### config.mk
export PLATFORM = sky130hd
export DESIGN_NAME = button_event
export DESIGN_NICKNAME = d
export VERILOG_FILES = /design/src/rtl/button_event.sv
export SDC_FILE = /design/constraint.sdc
export NUM_CORES = 1
export LEC_CHECK = 0
export CAP_MARGIN = 20
export CORE_MARGIN = 2
export CORE_UTILIZATION = 59
export DETAILED_ROUTE_END_ITERATION = 12
export PLACE_DENSITY = 0.8
export SYNTH_ARGS = -nofsm -noshare
export SYNTH_HDL_FRONTEND = slang
export SYNTH_SLANG_ARGS = --single-unit
export TNS_END_PERCENT = 1
### constraint.sdc
create_clock -name clk -period 4.45 [get_ports clk]
set_clock_uncertainty 0.15 [all_clocks]
set_input_delay 0.89 -clock clk [delete_from_list [all_inputs] [get_ports clk]]
set_output_delay 0.89 -clock clk [all_outputs]
set_load 0.05 [all_outputs]
### src/rtl/button_event.sv
// Decodes one debounced, synchronised button level into press/release/long/repeat
// strobes and a "held long" level. One instance per button.
module button_event #(
  parameter int LONG_CYCLES   = 8,
  parameter int REPEAT_CYCLES = 4,
  parameter int CNT_W         = 8
) (
  input  logic clk,
  input  logic rst,
  input  logic in_i,
  output logic press_o,
  output logic release_o,
  output logic long_o,
  output logic repeat_o,
  output logic held_o
);

  typedef enum logic [1:0] {
    IDLE,
    PRESSED,
    LONG_HOLD
  } state_e;

  localparam logic [CNT_W-1:0] LONG_C = CNT_W'(LONG_CYCLES);
  localparam logic [CNT_W-1:0] REP_C  = CNT_W'(REPEAT_CYCLES);
  localparam logic [CNT_W-1:0] ONE_C  = CNT_W'(1);

  state_e           state_q, state_d;
  logic [CNT_W-1:0] cnt_q, cnt_d;
  logic             prev_q;
  logic             press_q, press_d;
  logic             release_q, release_d;
  logic             long_q, long_d;
  logic             repeat_q, repeat_d;
  logic             held_q, held_d;

  logic rise, fall;
  assign rise = in_i & ~prev_q;
  assign fall = ~in_i & prev_q;

  // Reset forces IDLE silently: a hold interrupted by rst never yields a release.
  always_ff @(posedge clk) begin
    if (rst) begin
      state_q   <= IDLE;
      cnt_q     <= '0;
      prev_q    <= 1'b0;
      press_q   <= 1'b0;
      release_q <= 1'b0;
      long_q    <= 1'b0;
      repeat_q  <= 1'b0;
      held_q    <= 1'b0;
    end else begin
      state_q   <= state_d;
      cnt_q     <= cnt_d;
      prev_q    <= in_i;
      press_q   <= press_d;
      release_q <= release_d;
      long_q    <= long_d;
      repeat_q  <= repeat_d;
      held_q    <= held_d;
    end
  end

  // A fall is tested before the terminal counts so release wins over long/repeat.
  always_comb begin
    state_d   = state_q;
    cnt_d     = cnt_q;
    press_d   = 1'b0;
    release_d = 1'b0;
    long_d    = 1'b0;
    repeat_d  = 1'b0;
    held_d    = 1'b0;
    case (state_q)
      IDLE: begin
        if (rise) begin
          press_d = 1'b1;
          cnt_d   = ONE_C;
          state_d = PRESSED;
        end
      end
      PRESSED: begin
        if (fall) begin
          release_d = 1'b1;
          cnt_d     = '0;
          state_d   = IDLE;
        end else if (cnt_q == LONG_C) begin
          long_d  = 1'b1;
          held_d  = 1'b1;
          cnt_d   = ONE_C;
          state_d = LONG_HOLD;
        end else begin
          cnt_d = cnt_q + ONE_C;
        end
      end
      LONG_HOLD: begin
        held_d = 1'b1;
        if (fall) begin
          release_d = 1'b1;
          held_d    = 1'b0;
          cnt_d     = '0;
          state_d   = IDLE;
        end else if (cnt_q == REP_C) begin
          repeat_d = 1'b1;
          cnt_d    = ONE_C;
        end else begin
          cnt_d = cnt_q + ONE_C;
        end
      end
      default: begin
        cnt_d   = '0;
        state_d = IDLE;
      end
    endcase
  end

  assign press_o   = press_q;
  assign release_o = release_q;
  assign long_o    = long_q;
  assign repeat_o  = repeat_q;
  assign held_o    = held_q;

endmodule

==> results.cfg <==
[power]
p_leak_nw = 0.354
p_total_w = 0.000312
power-per-cell-area_nw_per_um2 = 316
ir_worst_vdd_uv = 247

[final_layout]
fill_cells = 125
final_nets = 124
post_route_cells_drive_above_1_share = 0.0965
final_area_um2 = 990
leading_cell_type_in_the_layout_fill_and_taps_excluded = dfxtp_1
antenna_cells_inserted = 0
layout.cells.most_common_list = dfxtp_1, nand2_1, nor2_1
area_delta_synth_final_pct = 11.1

[logic_synthesis]
synth.yosys.warnings = 0
synth-seq-area-share = 0.360
syn_avg_cell_area_um2 = 8.40
mappedNetlistArea_um2 = 891
netlist_instances = 106
yosys-top-cells-area = dfxtp_1, ha_1, nand2_1
synthDominantCellAreaShare = 0.360
number_of_register_bits_inferred_by_synthesis = 16
post_synth_num_cell_types = 32
syn-num-nets = 115
synthDominantAreaCellType = dfxtp_1

[placed_design]
place_hpwl_mm = 1.31
gp_congestion = 0.895
placement.setup.worst_slack_ns = 1.50
placed_area_um2 = 953
portBuffers = 7

[worst_setup_path]
timing.critical_path.from_type = input port
r2r_start = state_q[1]
r2r_cells = 6
critPathMaxFanout = 9
reg2reg_to = cnt_q[3]
criticalPathCategory = in -> reg
crit_end_category = register
timing.critical_path.arrival_ns = 2.76
regToRegSetupSlack_ns = 2.44
worst-endpoint-required_ns = 4.48

[worst_hold_path]
holdCritPathClass = reg -> reg
worstHoldStart = cnt_q[7]
hold_path_depth = 2
worstHoldEndpoint = cnt_q[7]

[grt]
groute.usage.overall = 0.216
vias_in_the_first_global_route = 686
grt_remaining_overflow = 0
grt_max_degree = 12
grt_first_pass_wirelength_mm = 2.98
number_of_antenna_violations_at_the_first_check_in_global_routing = 0

[timing]
final_max_slew_viol_count = 0
rsz0062_at_grt = false
layout_worst_path_cycle_share = 0.612
post-route-min-period_ns = 2.72
tightestPinTransition_ns = 0.489
tns_ns = 0
max_clk_rate_mhz = 367
slew_headroom = 0.673
finalSetupViolCount = 0
report.final.hold_viol_count = 0
finalWorstSetupSlack_ns = 1.73

[die]
floorplan.io_pins = 8
floorplan.initialDensity = 0.613
core_region_area_um2 = 1450
dieArea_um2 = 1840
die_y_um = 42.9
floorplan.rows = 14
die_x_um = 42.9

[route]
dr.first_iter.drc_count = 30
avgViaCountPerCell = 6.37
m1WireLength_um = 774
detail-route-antenna-nets = 0
drt_pre_antenna_iters = 4
num_vias = 828
highest-signal-layer = met4
met3_wl_um = 168
detail_route.wirelength_mm = 1.78
routedWlPerCell_um = 13.7
drt_drc_violations_left = 0
met2_length_um = 786

[flow_run]
drv_cap = 0

[clocking]
clock_insertion_delay_worst_skew_ns = 0.29
clock_tree.buffer_depth = 2
cts_tree = built
cts_sinks = 16
hold_buffers = 0
cts_inserted_buffers = 3
cts.repair.resized = 0
cts_root_buf = clkbuf_4
clkSlewWorstSetupHoldPaths_ns = 0.10
h-tree-depth = 1
post_cts_buffers = 0

[run_status]
status = completed
## cell usage after synthesis
cell	number
buf_6	2
nand2b_1	2
o21ai_2	1
o22ai_1	4
nand4_1	5
o41ai_2	1
dfxtp_1	16
a41oi_1	3
a2bb2oi_1	1
and3_1	1
o311ai_0	2
or2b_2	2
a21oi_1	6
nor2_2	1
nor2_1	9
clkinv_1	1
o2111ai_1	1
and2_1	1
inv_1	8
nor2b_1	1
o21bai_1	1
o21ai_0	1
or2b_1	1
mux2i_1	1
nand4b_1	1
nand3_1	8
nor3b_1	2
clkbuf_2	1
nand2_1	11
nor3_1	3
or3_4	2
ha_1	6
## cells by family after synthesis
kind of cell / Yosys count / share of synthesized area
DFF: 16 / 0.360
adders and majority gates: 6 / 0.0843
buffers and inverters: 12 / 0.0688
AOI/OAI and AO/OA: 21 / 0.173
muxes: 1 / 0.0112
and+or+nand+nor: 50 / 0.303
## layer usage
layer,vias up,global-route usage
met3,9,0.0383
met1,370,0.304
met5,-,0
li1,399,-
met2,50,0.315
met4,0,0.106
## layout make-up
cell class | instances | area, um2 | share of cell area
Inverter | 9 | 33.8 | 0.0341
Clock buffer | 4 | 36.3 | 0.0367
Multi-Input combinational cell | 78 | 509 | 0.515
Sequential cell | 16 | 320 | 0.324
Timing Repair Buffer | 7 | 70.1 | 0.0708
Tap cell | 16 | 20.0 | 0.0202
## state kept, by name, summed over array words and instances (netlist names)
signal	flops
cnt_q	8
held_o	1
long_o	1
press_o	1
prev_q	1
release_o	1
repeat_o	1
state_q	2
## where the power goes
| group | switching (W) | internal [W] | leakage [nW] | total, W |
|---|---|---|---|---|
| Combinational | 0.0000369 | 0.0000245 | 0.203 | 0.0000614 |
| Clock | 0.0000473 | 0.0000499 | 0.0210 | 0.0000972 |
| Sequential | 0.00000526 | 0.000148 | 0.130 | 0.000154 |
## critical path, cell delays in order
cell and delay [ns]:
clkdlybuf4s50_1 0.47, nand2b_1 0.27, o21ai_0 0.17, nor2_2 0.31, nand4_1 0.27, o311ai_0 0.37
## metrics by stage
| stage | hold WS (ns) | instances | util |
|---|---|---|---|
| detailed placement | 0.322 | 126 | 0.656 |
| CTS | 0.338 | 130 | 0.681 |
| finish | 0.341 | 130 | 0.681 |
| floorplan | 0.299 | 106 | - |
| global placement | 0.324 | 126 | 0.656 |
| global route | 0.355 | 130 | 0.681 |
## worst max-delay path by stage
stage	from	end	slack [ns]	cells after the start
3_3_place_gp	in_i	cnt_q[3]	1.60	6
3_5_place_dp	in_i	cnt_q[3]	1.50	6
5_1_grt	in_i	cnt_q[4]	1.63	6
6_report	in_i	cnt_q[3]	1.73	6
2_1_floorplan	in_i	cnt_q[3]	2.25	6
4_1_cts	in_i	cnt_q[3]	1.77	6
Power figures use the tool's default switching activity.
